## src/rtl/mem_ctrl_pkg.sv

```systemverilog
// mem_ctrl_pkg: shared op encoding, controller state encoding and memory
// geometry for mem_access_ctrl and its arbiter.
package mem_ctrl_pkg;

  localparam int MEM_ADDR_W = 7;
  localparam int DEPTH      = 1 << MEM_ADDR_W;

  typedef enum logic [1:0] {
    OP_READ  = 2'b00,
    OP_WRITE = 2'b01,
    OP_PUSH  = 2'b10,
    OP_POP   = 2'b11
  } memOp_t;

  typedef enum logic [2:0] {
    ST_IDLE    = 3'd0,
    ST_SETUP   = 3'd1,
    ST_STROBE  = 3'd2,
    ST_CAPTURE = 3'd3,
    ST_RESP    = 3'd4
  } ctrlState_t;

  // Push/pop address the stack bank; read/write address the RAM bank.
  function automatic logic isStackOp(input memOp_t op);
    return op[1];
  endfunction

  // Ops that drive MemWrite during SETUP.
  function automatic logic isWriteOp(input memOp_t op);
    return (op == OP_WRITE) || (op == OP_PUSH);
  endfunction

endpackage

```

## src/rtl/rr_arbiter2.sv

```systemverilog
// rr_arbiter2: two-way round-robin arbiter. The requester that did not win
// the last accepted grant has priority; requester 0 has priority after reset.
module rr_arbiter2
  import mem_ctrl_pkg::*;
(
  input  logic       Clock,
  input  logic       Reset,
  input  logic [1:0] Req,
  input  logic       Accept,
  output logic [1:0] Grant,
  output logic       GrantIdx
);

  logic prioR;

  // Choose the priority requester when it asks, otherwise the other one.
  always_comb begin
    GrantIdx = prioR;
    Grant    = 2'b00;
    if (Req[prioR]) begin
      GrantIdx = prioR;
    end else if (Req[~prioR]) begin
      GrantIdx = ~prioR;
    end else begin
      GrantIdx = prioR;
    end
    if (Req != 2'b00) begin
      Grant = GrantIdx ? 2'b10 : 2'b01;
    end else begin
      Grant = 2'b00;
    end
  end

  // Hand priority to the losing side whenever a grant is taken.
  always_ff @(posedge Clock or negedge Reset) begin
    if (!Reset) begin
      prioR <= 1'b0;
    end else if (Accept && (Req != 2'b00)) begin
      prioR <= ~GrantIdx;
    end else begin
      prioR <= prioR;
    end
  end

endmodule

```

## src/rtl/mem_access_ctrl.sv

```systemverilog
// mem_access_ctrl: two-requester controller for a RAM bank and a stack bank
// sharing one memory port. Optional stack over/underflow guard is enabled by
// defining MEM_STACK_GUARD_EN.
module mem_access_ctrl
  import mem_ctrl_pkg::*;
#(
  parameter int ADDR_W = MEM_ADDR_W,
  parameter int NREQ   = 2
)(
  input  logic              Clock,
  input  logic              Reset,
  input  logic [NREQ-1:0]   Req,
  input  logic [2*NREQ-1:0] Op,
  input  logic [32*NREQ-1:0] Addr,
  input  logic [32*NREQ-1:0] WData,
  output logic [NREQ-1:0]   Gnt,
  output logic [NREQ-1:0]   Done,
  output logic [31:0]       RData,
  output logic              RErr,
  output logic [31:0]       MemDataIn,
  output logic [31:0]       MemAddr,
  output logic              MemWrite,
  output logic              MemUseStk,
  output logic              MemReadStb,
  input  logic [31:0]       MemDataOut,
  output logic [ADDR_W:0]   Sp,
  output logic              StkFull,
  output logic              StkEmpty,
  output logic              StkErr
);

  localparam logic [ADDR_W:0] SP_ONE  = {{ADDR_W{1'b0}}, 1'b1};
  localparam logic [ADDR_W:0] SP_FULL = {1'b1, {ADDR_W{1'b0}}};

  ctrlState_t stateR, stateN;
  memOp_t     opR, opN, winOp;
  logic [1:0] winGrant;
  logic       winIdx;
  logic [ADDR_W-1:0] winAddr;
  logic [31:0] winData;
  logic        guardHit;
  logic [ADDR_W:0] spDec;

  logic [1:0]  gntR, gntN, doneR, doneN;
  logic [31:0] rDataR, rDataN, memAddrR, memAddrN, memDataR, memDataN;
  logic        memWriteR, memWriteN, memUseStkR, memUseStkN, readStbR, readStbN;
  logic        rErrR, rErrN, stkErrR, stkErrN;
  logic [ADDR_W:0] spR, spN;

  // Upper address bits are don't-care by definition.
  logic unusedAddrHi;
  assign unusedAddrHi = ^{Addr[63:32+ADDR_W], Addr[31:ADDR_W]};

  rr_arbiter2 uArb (
    .Clock    (Clock),
    .Reset    (Reset),
    .Req      (Req),
    .Accept   (stateR == ST_IDLE),
    .Grant    (winGrant),
    .GrantIdx (winIdx)
  );

  assign winOp   = memOp_t'(Op[{winIdx, 1'b0} +: 2]);
  assign winAddr = Addr[{winIdx, 5'b00000} +: ADDR_W];
  assign winData = WData[{winIdx, 5'b00000} +: 32];
  assign spDec   = spR - SP_ONE;

  assign StkEmpty = (spR == {(ADDR_W+1){1'b0}});
  assign StkFull  = (spR == SP_FULL);

  // Stack guard decision for the current arbitration winner.
  always_comb begin
    guardHit = 1'b0;
`ifdef MEM_STACK_GUARD_EN
    if (((winOp == OP_PUSH) && StkFull) || ((winOp == OP_POP) && StkEmpty)) begin
      guardHit = 1'b1;
    end else begin
      guardHit = 1'b0;
    end
`endif
  end

  // Next-state and next-output logic; every memory-side output is the
  // registered copy of a value computed here.
  always_comb begin
    stateN     = stateR;
    opN        = opR;
    gntN       = gntR;
    doneN      = 2'b00;
    rErrN      = 1'b0;
    memAddrN   = memAddrR;
    memDataN   = memDataR;
    memWriteN  = 1'b0;
    memUseStkN = memUseStkR;
    readStbN   = 1'b0;
    rDataN     = rDataR;
    spN        = spR;
    stkErrN    = stkErrR;
    case (stateR)
      ST_IDLE: begin
        if (Req != 2'b00) begin
          opN  = winOp;
          gntN = winGrant;
          if (guardHit) begin
            stateN  = ST_RESP;
            doneN   = winGrant;
            rErrN   = 1'b1;
            stkErrN = 1'b1;
          end else begin
            stateN     = ST_SETUP;
            memDataN   = winData;
            memUseStkN = isStackOp(winOp);
            memWriteN  = isWriteOp(winOp);
            case (winOp)
              OP_PUSH: memAddrN = {{(32-ADDR_W){1'b0}}, spR[ADDR_W-1:0]};
              OP_POP: begin
                spN      = spDec;
                memAddrN = {{(32-ADDR_W){1'b0}}, spDec[ADDR_W-1:0]};
              end
              default: memAddrN = {{(32-ADDR_W){1'b0}}, winAddr};
            endcase
          end
        end else begin
          stateN = ST_IDLE;
        end
      end
      ST_SETUP: begin
        if (isWriteOp(opR)) begin
          stateN = ST_RESP;
          doneN  = gntR;
          if (opR == OP_PUSH) begin
            spN = spR + SP_ONE;
          end else begin
            spN = spR;
          end
        end else begin
          stateN   = ST_STROBE;
          readStbN = 1'b1;
        end
      end
      ST_STROBE: begin
        stateN = ST_CAPTURE;
      end
      ST_CAPTURE: begin
        stateN = ST_RESP;
        rDataN = MemDataOut;
        doneN  = gntR;
      end
      ST_RESP: begin
        stateN = ST_IDLE;
        gntN   = 2'b00;
      end
      default: begin
        stateN = ST_IDLE;
        gntN   = 2'b00;
      end
    endcase
  end

  // Controller state register.
  always_ff @(posedge Clock or negedge Reset) begin
    if (!Reset) begin
      stateR <= ST_IDLE;
      opR    <= OP_READ;
    end else begin
      stateR <= stateN;
      opR    <= opN;
    end
  end

  // Registered outputs, stack pointer and sticky error.
  always_ff @(posedge Clock or negedge Reset) begin
    if (!Reset) begin
      gntR       <= 2'b00;
      doneR      <= 2'b00;
      rErrR      <= 1'b0;
      memAddrR   <= 32'h0000_0000;
      memDataR   <= 32'h0000_0000;
      memWriteR  <= 1'b0;
      memUseStkR <= 1'b0;
      readStbR   <= 1'b0;
      rDataR     <= 32'h0000_0000;
      spR        <= {(ADDR_W+1){1'b0}};
      stkErrR    <= 1'b0;
    end else begin
      gntR       <= gntN;
      doneR      <= doneN;
      rErrR      <= rErrN;
      memAddrR   <= memAddrN;
      memDataR   <= memDataN;
      memWriteR  <= memWriteN;
      memUseStkR <= memUseStkN;
      readStbR   <= readStbN;
      rDataR     <= rDataN;
      spR        <= spN;
      stkErrR    <= stkErrN;
    end
  end

  assign Gnt        = gntR;
  assign Done       = doneR;
  assign RData      = rDataR;
  assign MemAddr    = memAddrR;
  assign MemDataIn  = memDataR;
  assign MemWrite   = memWriteR;
  assign MemUseStk  = memUseStkR;
  assign MemReadStb = readStbR;
  assign Sp         = spR;
`ifdef MEM_STACK_GUARD_EN
  assign RErr   = rErrR;
  assign StkErr = stkErrR;
`else
  assign RErr   = 1'b0;
  assign StkErr = 1'b0;
  logic unusedErr;
  assign unusedErr = rErrR ^ stkErrR;
`endif

endmodule

```

## config.mk

```make
export PLATFORM = sky130hd
export DESIGN_NAME = mem_access_ctrl
export DESIGN_NICKNAME = d
export VERILOG_FILES = /design/src/rtl/mem_ctrl_pkg.sv /design/src/rtl/rr_arbiter2.sv /design/src/rtl/mem_access_ctrl.sv
export SDC_FILE = /design/constraint.sdc
export NUM_CORES = 1
export LEC_CHECK = 0
export ABC_CLOCK_PERIOD_IN_PS = 2450
export CAP_MARGIN = 20
export CORE_MARGIN = 2
export CORE_UTILIZATION = 34
export DETAILED_ROUTE_END_ITERATION = 12
export PLACE_DENSITY = 0.8
export SLEW_MARGIN = 0
export SYNTH_ARGS = -nofsm -noshare
export SYNTH_HDL_FRONTEND = slang
export SYNTH_HIERARCHICAL = 1
export SYNTH_SLANG_ARGS = --single-unit
```

## constraint.sdc

```tcl
create_clock -name Clock -period 2.45 [get_ports Clock]
set_input_delay 0.49 -clock Clock [delete_from_list [all_inputs] [get_ports Clock]]
set_output_delay 0.49 -clock Clock [all_outputs]
set_load 0.05 [all_outputs]
```

### Yosys cells after proc, flatten, opt, wreduce, memory -nomap -nowiden

Index checks and enable logic that the tools add are counted.

* bits in latches: 0
* logic and storage cells: 70
* memories: 0
* flip-flop bits (word level): 117
* output and inout bits: 115
* memory bits (writable): 0
* input port bits: 168
* memory bits (read-only): 0

* bitwise gates (word level): 3
* $add $sub $neg: 2
* divide/modulo/power cells: 0
* shifts and indexed selects: 3
* magnitude comparators: 2
* muxes and demuxes: 24
* multiply operators: 0
* eq/ne operators: 13
* reduce and logical (&&, ||, !) cells: 11

Operators with widths (count)
* variable part select 64 x 7 -> 32 bit: 1
* variable part select 64 x 7 -> 7 bit: 1
* two-way mux 8 bit: 4
* case mux 8 bit (2 select lines): 1
* case mux 7 bit (2 select lines): 1
* case mux 3 bit (4 select lines): 1
* two-way mux 1 bit: 11
* adder 8 x 1 -> 8 bit (second input constant): 1
* equality test 8 bit (second input constant): 1
* logical NOT 8 bit: 1
* != test 2 bit (second input constant): 4
* case mux 2 bit (2 select lines): 2
* subtractor 8 x 1 -> 8 bit (second input constant): 1
* equality test 2 bit (second input constant): 3
* equality test 3 x 2 -> 1 bit (second input constant): 2
* two-way mux 2 bit: 3
* AND reduction 5 bit: 1
* equality test 2 x 1 -> 1 bit (second input constant): 2
* < comparator 1 x 2 -> 1 bit (second input constant): 2
* AND reduction 2 bit: 2
* nonzero test 2 bit: 2
* variable part select 4 x 3 -> 2 bit: 1
* equality test 3 x 1 -> 1 bit (second input constant): 1
* logical NOT 3 bit: 1
* other kinds (5): 8

### Logic depth before layout (Yosys ltp)

Gate-level depths: netlist of the first run.

* depth after elaboration: 10
* gate-level depth with buffers: 11

### Cells and area by module

Netlist of the first run, hierarchy kept.

By module, submodules not included
* mem_access_ctrl: seq. area each 2252.2 um^2, instances 1, cells each 395, area each 4425.5 um^2
* rr_arbiter2: seq. area each 25.0 um^2, instances 1, cells each 7, area each 63.8 um^2

### Worst setup path after synthesis of the first run

Ideal clock, no wire load.

* kind: flip-flop to output port
* start: register spR[4], in the netlist Sp[4]
* end: output StkEmpty
* cell stages (with the launch flop): 5
* data required time: 1.960 ns
* arrival time: 2.842 ns
* slack: -0.882 ns
* path buffers: 1
* path through: dfrtp_1 -> buf_2 -> or3_1 -> nor2_1 -> nor4bb_1

* cells in the longest elaborated chain, start to end: 1

RTL lines
* start, declared: RTL line mem_access_ctrl.sv:48 `logic [ADDR_W:0] spR, spN;`
* start signal, assigned: RTL line mem_access_ctrl.sv:183 `spR <= {(ADDR_W+1){1'b0}};`
* start signal, assigned: RTL line mem_access_ctrl.sv:195 `spR <= spN;`
* logical NOT 8 bit: RTL line mem_access_ctrl.sv:68 `assign StkEmpty = (spR == {(ADDR_W+1){1'b0}});`
* end, declared: RTL line mem_access_ctrl.sv:28 `output logic StkEmpty,`

No other way between the ends.

### Worst setup path in the final report of the first run

* start: register spR[5], in the netlist Sp[5]
* end: output StkEmpty

The elaborated chain is that of the path after synthesis.

==> metrics, run 1 <==
Final Power=0.0107 W; number of synthesized flops with an enable pin=0; crit path kind=reg -> out; Starting Density=35.1%; Max Cap Viol=0; PD cells=1510 nW/um^2; CTS tree=built; HPWL Detailed=8920 um; synth top area cells=dfrtp_1 51%, mux2i_1 9.6%, mux2_2 9.5%; final setup fails=0; Die Wd=119 um; Mean Syn Cell Area=11.2 sq um; Post-synth top cells=91 x dfrtp_1, 46 x nor2_1, 43 x mux2i_1; number of global-route vias before repair=3802; origin of the worst setup path=Sp[5]; ANT cells=0; Max Clk Rate=424 MHz; Psw=0.00523 W; FF+latch area=2280 sq um; layout cells sized above 1=15.0%; drt wl/cell=15.1 um; row count=41; pin count of the biggest net entering global routing=51; Cell variety after synth=45; fin util=55.6%; Synth async-reset ratio=100%; outcome=finished, final reports clean; Ys Warns=6; WP data required=1960 ps; First-pass DRT Iterations=5; clk slew on worst S/H paths=60 ps; Post-Synthesis Cell Area=4490 sq um; Worst Tran Pin Value=664 ps; Cells after DPL=766; antenna violations before repair=0; clk sinks=91; Top Ports=283; Slew Viols, Final=0; Syn Inst Count=402; top-count cell post-synth=dfrtp_1; worst setup margin=89.3 ps; cell taking the most area after synthesis=dfrtp_1; Root Buffer=clkbuf_16; core area=12800 sq um; setup tns final=0 ps; flops & latches, synth=91; I/O Buffers=205; Leak=2.99 nW; peak fanout along the critical path=8; clock power share=12.6%; H-tree level count=3; Crit Reg-Reg Startpoint=uArb/prioR; Worst Path Arrival=1870 ps; Hold Buf Count CTS=0; sequential share of the synthesized area=50.7%; Via-to-Cell Ratio=4.74; GR Overflow Total=0; Sw Ratio=48.8%; TritonCTS Buffers=9; top_reg_cell synth=dfrtp_1; antenna-violating nets left=0; Setup Skew=6.39 ps; clk buf depth=2; Power Internal=0.00549 W; DR vias=3725; P&R area growth vs syn=58.2%; first-pass GRT wire length=19000 um; first-iteration detailed-routing DRC count=149; Reg power frac=26.3%; non-filler cells in the finished layout=786; post-synth top area share=50.7%; Worst-Skew Late Latency=340 ps; Multi-input gate area=2060 sq um; Final Critical Period=2360 ps; Die Ht=119 um; Post-route DRC=0; Fill cells=1059; Hold Vio Cnt, Final=0; Die ar.=14100 sq um; pre-CTS setup slack=-500 ps; DRT Wirelength=11900 um; startpoint types=flop; RD Place Congestion=0.870; crit end category=output pin; Hold Path Class=in -> async; peak supply drop=0.840 mV; Final nets=783; GRT Util Overall=16.8%; Final period util=96.4%; Logic pwr share=61.1%; Slew HR=55.7%
-- area by class of cell --
| cell class | instances | share of cell area (%) |
|---|---|---|
| flip-flops and latches | 91 | 32.1 |
| well taps | 172 | 3.03 |
| multi-input cells | 277 | 29.0 |
| inverters | 6 | 0.317 |
| repair buffers | 224 | 31.5 |
| clock inverters | 4 | 0.722 |
| clock buffers | 12 | 3.33 |
-- logic make-up (layout without fill, tap and decap cells) --
kind of cell | Yosys count | in the layout | share of synthesized area (%)
and+or+nand+nor | 92 | 92 | 10.5
DFF | 91 | 91 | 50.7
muxes | 81 | 81 | 19.1
buffers and inverters | 60 | 246 | 7.80
AOI/OAI and AO/OA | 59 | 59 | 7.75
xor gates and xnor gates | 11 | 11 | 2.15
adders and majority gates | 7 | 7 | 1.92
other | 1 | 27 | 0.0835
-- power groups by stage --
stage | logic [W] | registers [W] | clock network (W)
after global placement | 0.00635 | 0.00279 | 0
after global routing | 0.00692 | 0.00293 | 0.00145
after detailed placement | 0.00647 | 0.00283 | 0
after floorplan | 0.00201 | 0.00510 | 0
final | 0.00655 | 0.00282 | 0.00135
after CTS | 0.00650 | 0.00281 | 0.00140
-- placed cells by master (no fill, tap or decap), types with 3 or more instances in the layout --
master	netlist	layout
clkdlybuf4s50_1	0	202
dfrtp_1	91	90
nor2_1	46	45
mux2i_1	43	42
a21oi_1	40	40
mux2_2	38	37
conb_1	1	27
buf_4	27	17
xnor2_1	9	9
clkbuf_16	0	9
nor3_1	9	7
inv_1	6	5
nand2_1	6	5
nand3_1	5	5
and2_1	4	4
nor2b_1	4	4
o211ai_1	4	4
a221oi_2	0	4
ha_1	6	4
buf_12	0	4
nor3b_1	3	3
nor4_1	3	3
clkbuf_1	13	3
-- path summary, 6_finish.rpt --
check                                     to  slack (ps)  cells after the start
worst max-delay path                StkEmpty          90                      4
worst min-delay path              MemAddr[3]         170                      1
worst max register to register         Sp[4]         350                      9
worst min register to register     RData[28]         500                      1
max in group asynchronous       MemDataIn[7]        1630                      2
min in group Clock                 RData[28]         500                      1
-- critical path, cell delays in order (launching register included) --
cell      delay, ps
dfrtp_1         490
or3_1           410
nor2_1          160
nor4bb_4        290
buf_12          180
-- timing repair --
item                       CTS  global route
setup buffers                0             4
setup endpoints to repair   10            16
resized for setup            4            15
pin swaps                    0             3
-- routing by layer --
layer	share of wire (%)	vias to the layer above	global-route usage, %
li1	-	1760	-
met1	39	1765	20.0
met2	50	188	28.5
met3	9.9	12	5.51
met4	1.0	0	5.51
met5	0	-	0
-- per-stage QoR --
stage	hold WS, ps	area (sq um)
2_1_floorplan	194	4600
3_3_place_gp	486	6700
3_5_place_dp	494	6700
4_1_cts	198	7000
5_1_grt	227	7100
6_report	170	7100
-- flip-flops by register name, indices dropped and copies added (netlist names) --
register / cells
Done: 2
Gnt: 2
stateR: 3
opR: 2
MemWrite: 1
MemAddr: 7
Sp: 8
MemReadStb: 1
RData: 32
uArb/prioR: 1
MemDataIn: 32
Power figures use the tool's default switching activity.
==> run 2: changes to the inputs <==
--- a/config.mk
+++ b/config.mk
@@ -7,10 +7,12 @@
 export LEC_CHECK = 0
 export ABC_CLOCK_PERIOD_IN_PS = 2450
 export CAP_MARGIN = 20
+export CELL_PAD_IN_SITES_DETAIL_PLACEMENT = 1
+export CELL_PAD_IN_SITES_GLOBAL_PLACEMENT = 1
 export CORE_MARGIN = 2
-export CORE_UTILIZATION = 34
+export CORE_UTILIZATION = 24
 export DETAILED_ROUTE_END_ITERATION = 12
-export PLACE_DENSITY = 0.8
+export PLACE_DENSITY = 0.79
 export SLEW_MARGIN = 0
 export SYNTH_ARGS = -nofsm -noshare
 export SYNTH_HDL_FRONTEND = slang
==> metrics, run 2 (same netlist as run 1, synthesis figures left out) <==
Post-route DRC=0 (unchanged); ANT cells=0 (unchanged); Slew Viols, Final=0 (unchanged); GR Util met2=26.3% (-2.3 points); Final nets=781 (-0.26%); Final Critical Period=2320 ps (-35.9 ps); grt peak-use layer=met2; antenna violations before repair=0 (unchanged); peak supply drop=0.514 mV (-39%); most common cell after layout, fill and taps aside=clkdlybuf4s50_1; setup tns final=0 ps (unchanged); TritonCTS Buffers=9 (unchanged); crit end category=output pin; Top Ports=283 (unchanged); first-pass GRT wire length=21900 um (+15%); peak fanout along the critical path=8 (unchanged); Via-to-Cell Ratio=4.39 (-7.4%); RD Place Congestion=0.756 (-13%); Post-CTS Setup Bufs=0 (unchanged); Max Clk Rate=430 MHz (+1.5%); DRT Wirelength=14000 um (+18%); layout cells sized above 1=13.7% (-1.3 points); final setup fails=0 (unchanged); Root Buffer=clkbuf_16; Slew HR=60.5% (+4.8 points); GR Util met1=15.1% (-4.9 points); clk buf depth=2 (unchanged); Fill cells=2039 (+93%); Final period util=94.9% (-1.5 points); Worst Tran Pin Value=590 ps (-74.2 ps); Hold Buf Count CTS=0 (unchanged); outcome=finished, final reports clean; non-filler cells in the finished layout=846 (+7.6%); WP data required=1960 ps (about the same); DR vias=3712 (-0.35%); Setup Skew=10.4 ps (+4.06 ps); Die Wd=141 um (+18%); Max Cap Viol=0 (unchanged); Hold Vio Cnt, Final=0 (unchanged); pin count of the biggest net entering global routing=58 (+14%); H-tree level count=3 (unchanged); core area=18500 sq um (+45%); first-iteration detailed-routing DRC count=78 (-48%); Worst-Skew Late Latency=340 ps (about the same); Worst Path Arrival=1830 ps (-40 ps); HPWL Detailed=10900 um (+23%); GRT Util Overall=13.9% (-2.8 points); number of global-route vias before repair=4069 (+7.0%); origin of the worst setup path=Sp[5]; clk slew on worst S/H paths=70 ps (about the same); commonest non-fill, non-tap cells in the layout=201 x clkdlybuf4s50_1, 91 x dfrtp_1, 45 x nor2_1; drt wl/cell=16.5 um (+9.6%); First-pass DRT Iterations=4 (-1); Die ar.=19800 sq um (+40%); row count=50 (+22%); GR Overflow Total=0 (unchanged); reg2reg path depth=6 (-3); Starting Density=24.2% (-11 points); clk sinks=91 (unchanged); antenna-violating nets left=0 (unchanged); post-route cell area=7150 sq um (+0.63%); FF+latch area=2280 sq um (about the same); unrepaired setup endpoints after global routing=false; PD cells=1510 nW/um^2 (+0.26%); Hold Path Class=in -> async; Die Ht=141 um (+18%); Crit Reg-Reg Startpoint=uArb/prioR; startpoint types=flop; I/O Buffers=205 (unchanged); P&R area growth vs syn=59.3%; GRT met3 Usage=3.43% (-2.1 points); Multi-input gate area=2010 sq um (-2.5%); crit path kind=reg -> out; Cells after DPL=830 (+8.4%); CTS tree=built; Leak=2.99 nW (about the same); dpl cell area=6800 sq um (+1.6%)
==> run 2: routing by layer <==
metal	vias up	share of wire, %
met4	0	1.9
li1	1753	-
met3	15	6.7
met5	-	0
met2	125	54
met1	1819	37
==> run 2: path summary, 6_finish.rpt <==
path,to,slack [ps]
max,StkEmpty,130
min,RData[2],130
max reg2reg,MemAddr[0],310
min reg2reg,RData[17],510
max in group asynchronous,RData[20],1600
min in group Clock,RData[17],510
==> run 2: cell type report <==
cell class,instances,area share (%)
sequential,91,31.9
timing repair buffer,222,31.3
multi-input combinational,277,28.1
tap,234,4.10
clock buffer,10,3.34
clock inverter,6,1.02
inverter,6,0.315
==> run 2: through the flow <==
stage	util, %	hold slack, ps	total power, W	setup WS, ps
CTS	38.4	138	0.0109	10.4
finish	38.6	129	0.0108	125
global route	38.6	159	0.0114	28.7
detailed placement	36.7	498	0.00943	-390
global placement	36.7	489	0.00918	-326
floorplan	-	194	0.00711	8.86
==> run 2: power breakdown <==
part           switching [W]  internal, W  total (W)
sequential          0.000547      0.00225    0.00279
combinational        0.00415      0.00241    0.00655
clock               0.000634     0.000830    0.00146
==> run 2: worst max-delay path, cell delays in order (launching register included) <==
cell and delay (ps):
dfrtp_1 480, or3_1 400, nor2_1 150, nor4bb_4 280, buf_12 180
==> run 2: repair_timing <==
item,CTS,global route
endpoints found under the setup margin,2,11
gates resized for setup,1,8
pin swaps,0,3
==> run 3: changes to the inputs <==
--- a/config.mk
+++ b/config.mk
@@ -11,6 +11,7 @@
 export CELL_PAD_IN_SITES_GLOBAL_PLACEMENT = 1
 export CORE_MARGIN = 2
 export CORE_UTILIZATION = 24
+export CTS_BUF_LIST = sky130_fd_sc_hd__clkbuf_16
 export DETAILED_ROUTE_END_ITERATION = 12
 export PLACE_DENSITY = 0.79
 export SLEW_MARGIN = 0
==> metrics, run 3 (same netlist as run 1, synthesis figures left out) <==
Slew HR=60.5% (about the same); setup tns final=0 ps (unchanged); crit end category=output pin; layout cells sized above 1=13.6% (-0.16 points); reg2reg path depth=6 (unchanged); peak fanout along the critical path=8 (unchanged); Final Critical Period=2330 ps (+4.57 ps); Die Wd=141 um (unchanged); most common cell after layout, fill and taps aside=clkdlybuf4s50_1; crit path buf inv count=1 (unchanged); non-filler cells in the finished layout=846 (unchanged); clk sinks=91 (unchanged); Hold Path Class=in -> async; row count=50 (unchanged); ANT cells=0 (unchanged); Die ar.=19800 sq um (unchanged); Die Ht=141 um (unchanged); slowest stage delay, CP=480 ps (about the same); PD cells=1510 nW/um^2 (about the same); antenna-violating nets left=0 (unchanged); crit path kind=reg -> out; Leak=2.99 nW (-0.19%); peak supply drop=0.514 mV (about the same); Critical Path, Cell by Cell=or3_1 -> nor2_1 -> nor4bb_4 -> buf_12; Slew Viols, Final=0 (unchanged); GR Overflow Total=0 (unchanged); H-tree level count=3 (unchanged); Top Ports=283 (unchanged); CP delay by family, top=simple AND/OR/NAND/NOR gates; first-pass GRT wire length=22000 um (+0.19%); outcome=finished, final reports clean; Critical-path top delay cell=dfrtp_1; Hold Vio Cnt, Final=0 (unchanged); P&R area growth vs syn=59.0%; drt wl/cell=16.6 um (+0.28%); Via-to-Cell Ratio=4.38 (-0.24%); antenna violations before repair=0 (unchanged); Cells after DPL=830 (unchanged); Reg2Reg Capture Point=MemAddr[0]; DR vias=3703 (-0.24%); FF+latch area=2280 sq um (unchanged); first-iteration detailed-routing DRC count=77 (-1.3%); commonest non-fill, non-tap cells in the layout=201 x clkdlybuf4s50_1, 91 x dfrtp_1, 45 x nor2_1; startpoint types=flop; Setup Skew=10.5 ps (+0.0548 ps); CTS tree=built; TritonCTS Buffers=9 (unchanged); I/O Buffers=205 (unchanged); HPWL Detailed=10900 um (unchanged); Worst-Skew Late Latency=340 ps (about the same); fin util=38.6% (-0.054 points); Starting Density=24.2% (unchanged); Multi-input gate area=2010 sq um (unchanged); First-pass DRT Iterations=4 (unchanged); Final period util=95.1% (+0.19 points); clk slew on worst S/H paths=70 ps (about the same); post-route cell area=7140 sq um (-0.14%); Fill cells=2042 (+0.15%); RD Place Congestion=0.756 (unchanged); Root Buffer=clkbuf_16; Final nets=781 (unchanged); Hold Slack=130 ps (+0.624 ps); WP data required=1960 ps (about the same); GRT Util Overall=14.0% (+0.043 points); dpl cell area=6800 sq um (unchanged); Worst Path Arrival=1840 ps (about the same); number of global-route vias before repair=4080 (+0.27%); Crit Reg-Reg Startpoint=uArb/prioR; Hold Buf Count CTS=0 (unchanged); Post-route DRC=0 (unchanged); core area=18500 sq um (unchanged); DRT Wirelength=14000 um (+0.28%); clk buf depth=2 (unchanged); final setup fails=0 (unchanged); Max Clk Rate=429 MHz (-0.20%); pin count of the biggest net entering global routing=58 (unchanged); Worst Tran Pin Value=590 ps (-0.0171 ps); Max Cap Viol=0 (unchanged); unrepaired setup endpoints after global routing=false; reg-to-reg setup timing slack=310 ps (about the same)
run 3: cell count changes in the layout (fill, tap and decap cells not counted), sizes merged:
cell / previous run / this run
clkbuf: 10 / 9
clkinv: 2 / 3
run 3: metal layers:
metal	vias up	GRT usage, %	routed length, um
met4	0	5.05	269
met5	-	0	0
met2	125	26.4	7570
li1	1753	-	-
met1	1810	15.1	5250
met3	15	3.43	932
run 3: worst reg2reg max path: stages, from the launching register on:
cell and delay [ps]:
dfrtp_1 430, maj3_2 410, mux2_4 360, ha_2 240
buf_4 160, a221oi_1 320, a21oi_1 110
run 3: report_power, final:
| part | total, W | leakage, nW | switching (W) | internal [W] |
|---|---|---|---|---|
| clock | 0.00143 | 0.144 | 0.000633 | 0.000799 |
| sequential | 0.00280 | 1.06 | 0.000549 | 0.00225 |
| combinational | 0.00656 | 1.79 | 0.00415 | 0.00241 |
| total | 0.0108 | 2.99 | 0.00533 | 0.00546 |
run 3: metrics by stage:
step / total power (W) / worst slack [ps]
final: 0.0108 / 121
after global routing: 0.0114 / 28.7
after CTS: 0.0109 / 10.4
after detailed placement: 0.00943 / -390
after global placement: 0.00918 / -326
after floorplan: 0.00711 / 8.86
run 3: worst max-delay path by stage:
stage          startpoint         end  slack (ps)  cells after the start
2_1_floorplan      Req[0]  MemAddr[1]           9                     11
3_3_place_gp       Req[0]       Sp[7]        -330                     10
3_5_place_dp       Req[0]  MemAddr[0]        -390                     10
4_1_cts            Req[0]  MemAddr[0]          10                     10
5_1_grt             Sp[5]    StkEmpty          30                      4
6_report            Sp[5]    StkEmpty         120                      4
run 3: repair_timing:
| action | CTS | global route |
|---|---|---|
| gates resized for setup | 1 | 8 |
| setup buffers | 0 | 0 |
| setup endpoints to repair | 2 | 11 |
| pin swaps | 0 | 3 |
run 3: cell type report:
class / count / share of cell area (%)
repair buffers: 222 / 31.3
flip-flops and latches: 91 / 31.9
multi-input cells: 277 / 28.1
inverters: 6 / 0.315
clock inverters: 7 / 1.07
well taps: 234 / 4.10
clock buffers: 9 / 3.15
